`src/rtl/day01_pkg.sv`:
```
// Shared constants and state type for the day-01 input parser.
// ASCII codes and the parser FSM encoding live here.
package day01_pkg;

    localparam int CAL_W = 32;

    localparam logic [7:0] ASC_0  = 8'h30;
    localparam logic [7:0] ASC_9  = 8'h39;
    localparam logic [7:0] ASC_LF = 8'h0A;
    localparam logic [7:0] ASC_CR = 8'h0D;

    typedef enum logic [2:0] {
        S_RUN,
        S_FOOD,
        S_GAP,
        S_STORE,
        S_READ,
        S_DONE
    } parser_state_t;

    function automatic logic is_digit(input logic [7:0] b);
        return (b >= ASC_0) && (b <= ASC_9);
    endfunction

endpackage

```
`src/rtl/dec_accum.sv`:
```
// Decimal digit accumulator with sticky overflow and digit-seen flag.
// acc_o is the post-update value so a digit and its newline can share a cycle.
module dec_accum #(
    parameter int W = day01_pkg::CAL_W
) (
    input  logic         clk,
    input  logic         rst_n,
    input  logic         clr_i,
    input  logic         dv_i,
    input  logic [3:0]   dig_i,
    output logic [W-1:0] acc_o,
    output logic         ovf_o,
    output logic         ndig_o
);

    logic [W-1:0] acc_q, acc_d;
    logic         ovf_q, ovf_d;
    logic         ndig_q, ndig_d;
    logic [W+3:0] wide;

    // x*10 = x*8 + x*2, kept 4 bits wider so overflow is visible
    assign wide = ({4'b0, acc_q} << 3) + ({4'b0, acc_q} << 1)
                + {{W{1'b0}}, dig_i};

    always_comb begin
        acc_d  = acc_q;
        ovf_d  = ovf_q;
        ndig_d = ndig_q;
        if (clr_i) begin
            acc_d  = '0;
            ndig_d = 1'b0;
        end else if (dv_i) begin
            acc_d  = wide[W-1:0];
            ndig_d = 1'b1;
            ovf_d  = ovf_q | (|wide[W+3:W]);
        end
    end

    always_ff @(posedge clk) begin
        if (!rst_n) begin
            acc_q  <= '0;
            ovf_q  <= 1'b0;
            ndig_q <= 1'b0;
        end else begin
            acc_q  <= acc_d;
            ovf_q  <= ovf_d;
            ndig_q <= ndig_d;
        end
    end

    assign acc_o  = acc_d;
    assign ovf_o  = ovf_q;
    assign ndig_o = ndig_q;

endmodule

```
`src/rtl/day01_input_parser.sv`:
```
// ASCII puzzle-text parser driving the day-01 calorie accumulator.
// Emits food_vld per item, store_sum per group, read_max at end of input.
module day01_input_parser #(
    parameter int CAL_W     = day01_pkg::CAL_W,
    parameter int STORE_GAP = 2,
    parameter int READ_GAP  = 1
) (
    input  logic             clk,
    input  logic             rst_n,
    input  logic [7:0]       in_byte,
    input  logic             in_vld,
    input  logic             in_last,
    output logic             in_rdy,
    output logic [CAL_W-1:0] food_calories,
    output logic             food_vld,
    output logic             store_sum,
    output logic             read_max,
    output logic             parse_err,
    output logic             done
);

    import day01_pkg::*;

    localparam int GW = $clog2(STORE_GAP + 1);
    localparam int RW = $clog2(READ_GAP + 1);

    parser_state_t    state_q, state_d;
    logic             rdy_q, rdy_d;
    logic             fv_q, fv_d;
    logic             st_q, st_d;
    logic             rm_q, rm_d;
    logic             err_q, err_d;
    logic             done_q, done_d;
    logic             flush_q, flush_d;
    logic             grp_q, grp_d;
    logic [CAL_W-1:0] cal_q, cal_d;
    logic [GW-1:0]    gap_q, gap_d;
    logic [RW-1:0]    rd_q, rd_d;

    logic             take, is_dig, is_lf, is_cr;
    logic [CAL_W-1:0] acc;
    logic             ovf, ndig;

    assign take   = in_vld & rdy_q;
    assign is_dig = is_digit(in_byte);
    assign is_lf  = (in_byte == ASC_LF);
    assign is_cr  = (in_byte == ASC_CR);

    dec_accum #(.W(CAL_W)) u_acc (
        .clk    (clk),
        .rst_n  (rst_n),
        .clr_i  (state_q == S_FOOD),
        .dv_i   (take & is_dig),
        .dig_i  (in_byte[3:0]),
        .acc_o  (acc),
        .ovf_o  (ovf),
        .ndig_o (ndig)
    );

    always_comb begin
        state_d = state_q;
        grp_d   = grp_q;
        flush_d = flush_q;
        err_d   = err_q | ovf;
        gap_d   = (gap_q != '0) ? gap_q - 1'b1 : gap_q;
        rd_d    = (rd_q != '0) ? rd_q - 1'b1 : rd_q;
        unique case (state_q)
            S_RUN: begin
                if (take) begin
                    flush_d = flush_q | in_last;
                    if (!is_dig && !is_lf && !is_cr) err_d = 1'b1;
                    if (is_lf || in_last) begin
                        if (ndig || is_dig)       state_d = S_FOOD;
                        else if (grp_q || in_last) state_d = S_GAP;
                    end
                end
            end
            S_FOOD: begin
                grp_d   = 1'b1;
                gap_d   = GW'(STORE_GAP - 1);
                state_d = flush_q ? S_GAP : S_RUN;
            end
            S_GAP: begin
                // store waits out the gap; end of input then waits out rd
                if (gap_q == '0) begin
                    if (grp_q)          state_d = S_STORE;
                    else if (!flush_q)  state_d = S_RUN;
                    else if (rd_q == '0) state_d = S_READ;
                end
            end
            S_STORE: begin
                grp_d   = 1'b0;
                rd_d    = RW'(READ_GAP);
                state_d = flush_q ? S_GAP : S_RUN;
            end
            S_READ:  state_d = S_DONE;
            S_DONE:  state_d = S_DONE;
            default: state_d = S_RUN;
        endcase
        rdy_d  = (state_d == S_RUN);
        fv_d   = (state_d == S_FOOD);
        cal_d  = fv_d ? acc : '0;
        st_d   = (state_d == S_STORE);
        rm_d   = (state_d == S_READ);
        done_d = (state_d == S_DONE);
    end

    always_ff @(posedge clk) begin
        if (!rst_n) begin
            state_q <= S_RUN;
            rdy_q   <= 1'b0;
            fv_q    <= 1'b0;
            st_q    <= 1'b0;
            rm_q    <= 1'b0;
            err_q   <= 1'b0;
            done_q  <= 1'b0;
            flush_q <= 1'b0;
            grp_q   <= 1'b0;
            cal_q   <= '0;
            gap_q   <= '0;
            rd_q    <= '0;
        end else begin
            state_q <= state_d;
            rdy_q   <= rdy_d;
            fv_q    <= fv_d;
            st_q    <= st_d;
            rm_q    <= rm_d;
            err_q   <= err_d;
            done_q  <= done_d;
            flush_q <= flush_d;
            grp_q   <= grp_d;
            cal_q   <= cal_d;
            gap_q   <= gap_d;
            rd_q    <= rd_d;
        end
    end

    assign in_rdy        = rdy_q;
    assign food_calories = cal_q;
    assign food_vld      = fv_q;
    assign store_sum     = st_q;
    assign read_max      = rm_q;
    assign parse_err     = err_q;
    assign done          = done_q;

endmodule

```
`config.mk`:
```
export PLATFORM = sky130hd
export DESIGN_NAME = day01_input_parser
export DESIGN_NICKNAME = d
export VERILOG_FILES = /design/src/rtl/day01_pkg.sv /design/src/rtl/dec_accum.sv /design/src/rtl/day01_input_parser.sv
export SDC_FILE = /design/constraint.sdc
export NUM_CORES = 1
export LEC_CHECK = 0
export BUFFER_PORTS_ARGS = -buffer_cell sky130_fd_sc_hd__clkbuf_2
export CAP_MARGIN = 0
export CORE_AREA = 2 2 108 110
export DETAILED_ROUTE_END_ITERATION = 12
export DIE_AREA = 0 0 110 112
export PLACE_DENSITY_LB_ADDON = 0.12
export REMOVE_ABC_BUFFERS = 1
export SLEW_MARGIN = 20
export SYNTH_ARGS = -nofsm -noshare
export SYNTH_HDL_FRONTEND = slang
export SYNTH_SLANG_ARGS = --single-unit
```
`constraint.sdc`:
```
create_clock -name clk -period 7.7 [get_ports clk]
set_input_delay 0.385 -clock clk [delete_from_list [all_inputs] [get_ports clk]]
set_output_delay 0.385 -clock clk [all_outputs]
set_load 0.05 [all_outputs]
```
# [Yosys cells after proc, flatten, opt, wreduce, memory -nomap -nowiden]
# Cells that the tools add are included.
[word_totals] ff_bits=80 inputBits=12 out_inout_bits=38 elab_cells=82
[op_classes] add_sub_neg=4 magnitude_cmp=2 eq_ne=11 mux=20 bitwise=7 n_reduce_logical=22
[ops] op="$mux W32" count=2
[ops] op="$add A35 B33 Y36" count=1
[ops] op="$add A36 B4 Y36" count=1
[ops] op="$mux W3" count=8
[ops] op="$eq A8 B4 Y1 const B" count=2
[ops] op="$eq A3 B3 Y1 const B" count=4
[ops] op="$pmux W3 S4" count=1
[ops] op="$eq A3 B2 Y1 const B" count=3
[ops] op="$ge A8 B6 Y1 const B" count=1
[ops] op="$le A8 B6 Y1 const B" count=1
[ops] op="$mux W1" count=7
[ops] op="$eq A3 B1 Y1 const B" count=2
[ops] op="$logic_not A3 Y1" count=2
[ops] op="$reduce_and A2 Y1" count=3
[ops] op="$reduce_bool A2 Y1" count=3
[ops] op="$reduce_or A2 Y1" count=3
[ops] op="$reduce_or A4 Y1" count=1
[ops] op="$logic_and A1 B1 Y1" count=3
[ops] op="$logic_not A1 Y1" count=3
[ops] op="$logic_or A1 B1 Y1" count=3
[ops] op="$or A1 B1 Y1" count=3
[ops] op="$and A1 B1 Y1" count=2
[ops] op="$logic_not A2 Y1" count=1
[ops] op="$mux W2" count=1
[ops] op="4 further kinds" count=5

# [Logic depth before layout (Yosys ltp)]
[depth] depth_word=9 mapped_depth=12 mapped_depth_nobuf=12

# [By module]
# From an unflattened synthesis, not the netlist that was laid out.
[unflattened] cells_unflattened=595 hier_area_um2=5447.7
[modules_own_cells] module="dec_accum" n_inst=1 cells_per_inst=447 area_each_um2=3718.6 seq_area_each_um2=680.7
[modules_own_cells] module="day01_input_parser" n_inst=1 cells_per_inst=148 area_each_um2=1729.2 seq_area_each_um2=920.9

# [Worst setup path after synthesis]
# OpenSTA, ideal clock, no wires.
[synth_path] path_kind="input -> register" from="in in_byte[3]" to="reg u_acc.acc_q[16]" setup_ns=0.123 arrival_ns=2.952 setup_slack_ns=4.625 path_stages=12 n_path_buf=0 cell_sequence="inv_1 fa_1 inv_1 fa_1 a211oi_2 o21a_2 o21ai_2 a31o_1 a21o_1 a2111oi_0 o21bai_2 nor3_1"
[synth_via] elab_chain_len=5 elab_cells_between_ends=7 cone_classes="add/sub: 1; order compare: 2; mux: 2; bitwise: 1; reduce/logical: 1"
[synth_lines] item="start, declared" line_no="day01_input_parser.sv:10" text="input logic [7:0] in_byte,"
[synth_lines] item="parallel branches: the longest is 3 deep, another holds $add A36 B4 Y36"
[synth_lines] item="$mux W32 *" line_no="dec_accum.sv:32" text="end else if (dv_i) begin"
[synth_lines] item="$mux W32 *" line_no="dec_accum.sv:29" text="if (clr_i) begin"
[synth_lines] item="end signal, assigned" line_no="dec_accum.sv:41" text="acc_q <= '0;"
[synth_lines] item="end signal, assigned" line_no="dec_accum.sv:45" text="acc_q <= acc_d;"
[synth_lines] item="end, declared" line_no="dec_accum.sv:16" text="logic [W-1:0] acc_q, acc_d;"
# Every way passes the cells marked *.
# A chain may end at the register's enable or synchronous reset.

# [Final worst setup path]
[layout_path] from="reg u_acc.acc_q[2]" to="reg u_acc.acc_q[16]"
[layout_via] elab_chain_len=4
[layout_lines] item="$add A35 B33 Y36" line_no="dec_accum.sv:22" text="assign wide = ({4'b0, acc_q} << 3) + ({4'b0, acc_q} << 1)"
[layout_lines] item="$add A36 B4 Y36" line_no="dec_accum.sv:23" text="+ {{W{1'b0}}, dig_i};"
[layout_lines] item="$mux W32" line_no="dec_accum.sv:32"
[layout_lines] item="$mux W32" line_no="dec_accum.sv:29"
# Every way passes these cells.

==> results_dict.tcl <==
set metrics [dict create \
    gp_congestion 0.891 \
    synth-edff-count 0 \
    p_sw_share_pct 23.9 \
    rsz0062_at_grt "no" \
    postCtsSetupBuffers 0 \
    ys_dominant_reg_cell "dfxtp_1" \
    preCtsSetupSlack_ps 4270 \
    synth_warnings 0 \
    io_buffers 49 \
    insertion_delay_ps 350 \
    worst_pin_slew_ps 847 \
    drive_gt1_share_pct 15.5 \
    fin_crit_sh_pct 42.3 \
    finalSetupViolCount 0 \
    pin_count 50 \
    synthCells 556 \
    ctsHtreeMaxLevel 3 \
    synth.distinct_cells 70 \
    fin_util_pct 49.4 \
    wl_per_cell_um 15.1 \
    cp_num_buf_inv 2 \
    setup_ws_ps 4440 \
    p_leak_nw 2.56 \
    switchingPower_uw 211 \
    combPwrFrac_pct 6.6 \
    status "finished clean" \
    grt_overflow 0 \
    antenna_found_initial 0 \
    initial_utilization_pct 43.8 \
    die_h_um 112 \
    synth_area_leader_cell "dfxtp_1" \
    layout.nets 678 \
    synth_area_per_cell_um2 8.80 \
    drt_iter0_drc 174 \
    cts_max_path_buffers 2 \
    hold_viol_final 0 \
    cp_slowest_stage_delay_ps 480 \
    vias 4104 \
    viasPerCell 5.49 \
    cts-root-buf "clkbuf_16" \
    path_cells "inv_1 -> fa_1 -> inv_1 -> fa_1 -> a211oi_2 -> o21a_2 -> o21ai_2 -> a31o_1 -> a21o_1 -> a2111oi_0 -> o21bai_2 -> nor3_1" \
    hold_class "primary input to register" \
    critPathCaptureType "register" \
    p_seq_share_pct 48.3 \
    clk_pin_slew_ps 60 \
    final_cells 748 \
    crit_family "compound AO/OA/AOI/OAI gates" \
    grt_pass1_vias 4020 \
    nFillCells 1120 \
    final_cell_mix "nor2_1, dfxtp_1, ha_1" \
    p_int_uw 671 \
    cp.required_ps 7920 \
    syn_area_mm2 0.00489 \
    post_cts_resized 0 \
    grt_max_degree 34 \
    remaining_drc_errors 0 \
    drtAntennaViolNets 0 \
    dp_cells 732 \
    core_area_mm2 0.0112 \
    dieArea_mm2 0.0123 \
    wirelength_um 11300 \
    max_cap_viol_count 0 \
    start_kind "register" \
    async_flop_share_pct 0 \
    seq_area_frac_synth_pct 32.7 \
    ctsHoldBuffers 0 \
    slew_headroom_pct 43.5 \
    rr_worst_depth 12 \
    max_freq_ghz 0.307 \
    clockPowerShare_pct 45.1 \
    fin_setup_tns_ps 0 \
    cp_slowest_cell "fa_1" \
    mostFrequentLayoutCell "nor2_1" \
    yosysTopAreaCellShare_pct 32.7 \
    post-route-min-period_ps 3260 \
    synth_top_cells_by_area "dfxtp_1, ha_1, nor2_1" \
    ir_worst_vdd_mv 0.0956 \
    tritoncts "done" \
    drt_first_pass_iters 4 \
    clkSinkCount 80 \
    cp.arrival_ps 3480 \
    area_delta_synth_final_pct 12.9 \
    grt_pass1_wl_um 19500 \
    cp_max_fo 3 \
    grt_usage_pct 20.3 \
    power_density_mw_per_mm2 160 \
    die_w_um 110 \
    synth_seq_cells 80 \
    hold_path_depth 3 \
    path_class "register to register" \
    antenna_cells 0 \
    cts_buffers 9 \
    finClkSkew_ps 5.67 \
    cp.depth 12 \
    slew_violations 0 \
    hpwl_um 8490 \
    rows 39 \
]
[layer usage]
metal	GRT usage, %	wire [um]
met2	33.2	5500
met1	25.6	5230
met5	0	0
met4	8.02	275
met3	4.51	326
[logic make-up (layout without fill, tap and decap cells)]
kind of cell             after synthesis  in the layout  share of synthesized area, %
multiplexers                          15             15                          3.07
AO/OA/AOI/OAI                        137            137                          19.8
flip-flops                            80             80                          32.7
buffers and inverters                 39             88                          3.61
XOR/XNOR                              24             24                          4.30
adder cells (fa/ha/maj)               66             66                          17.2
AND/OR/NAND/NOR                      195            195                          19.3
[worst min-delay path: cells and delay by family]
kind | cells | cell delay (ps)
AO/OA/AOI/OAI | 1 | 70
buffers and inverters | 1 | 120
AND/OR/NAND/NOR | 1 | 70
[synthesized netlist by cell type, types with 2 or more instances]
cell / number
nor2_1: 82
dfxtp_1: 80
ha_1: 64
a21oi_1: 40
nand2_1: 35
inv_1: 18
o21ai_0: 18
xnor2_1: 16
and2_1: 15
mux2i_1: 15
nor3_1: 11
clkbuf_1: 10
nand3_1: 10
o21ai_1: 10
a21o_1: 9
a31oi_1: 8
xor2_1: 8
a211oi_1: 7
nand4_1: 7
buf_2: 6
nand2b_1: 6
and3_1: 5
a211oi_2: 4
and4_1: 4
o21bai_1: 4
buf_6: 3
nor2b_1: 3
nor4_1: 3
o211ai_1: 3
o31ai_1: 3
or3_1: 3
a21boi_2: 2
a21oi_2: 2
a22oi_1: 2
a311oi_1: 2
a41oi_1: 2
fa_1: 2
o211ai_2: 2
[through the flow]
stage / hold WS [ps] / area (um^2) / power, mW
2_1_floorplan: 454 / 4790 / 0.477
3_3_place_gp: 464 / 5250 / 0.491
3_5_place_dp: 480 / 5250 / 0.494
4_1_cts: 313 / 5520 / 0.899
5_1_grt: 364 / 5520 / 0.923
6_report: 325 / 5520 / 0.882
[final timing paths]
path / start / endpoint / slack, ps
max: u_acc.acc_q[2] / u_acc.acc_q[16] / 4440
max reg2reg: u_acc.acc_q[2] / u_acc.acc_q[16] / 4440
min: in_last / flush_q / 330
min reg2reg: parse_err / parse_err / 490
[power groups by stage]
stage	registers (mW)	logic, mW	clock network [mW]
after floorplan	0.438	0.0389	0
after global placement	0.435	0.0569	0
after detailed placement	0.435	0.0592	0
after CTS	0.426	0.0594	0.413
after global routing	0.427	0.0663	0.430
final	0.426	0.0582	0.398
[state kept, by name (all words and copies together) (netlist names), 2 cells and up]
signal         flops
food_calories     32
gap_q              2
state_q            3
u_acc.acc_q       32
[layout make-up]
cell class                 count  area, um^2  share of cell area (%)
multi-input combinational    437        3120                    56.5
sequential                    80        1600                    29.0
timing repair buffer          53         275                    4.98
clock buffer                  12         246                    4.46
tap                          143         179                    3.24
inverter                      19        71.3                    1.29
clock inverter                 4        30.0                   0.544
(Power assumes the default switching activity.)
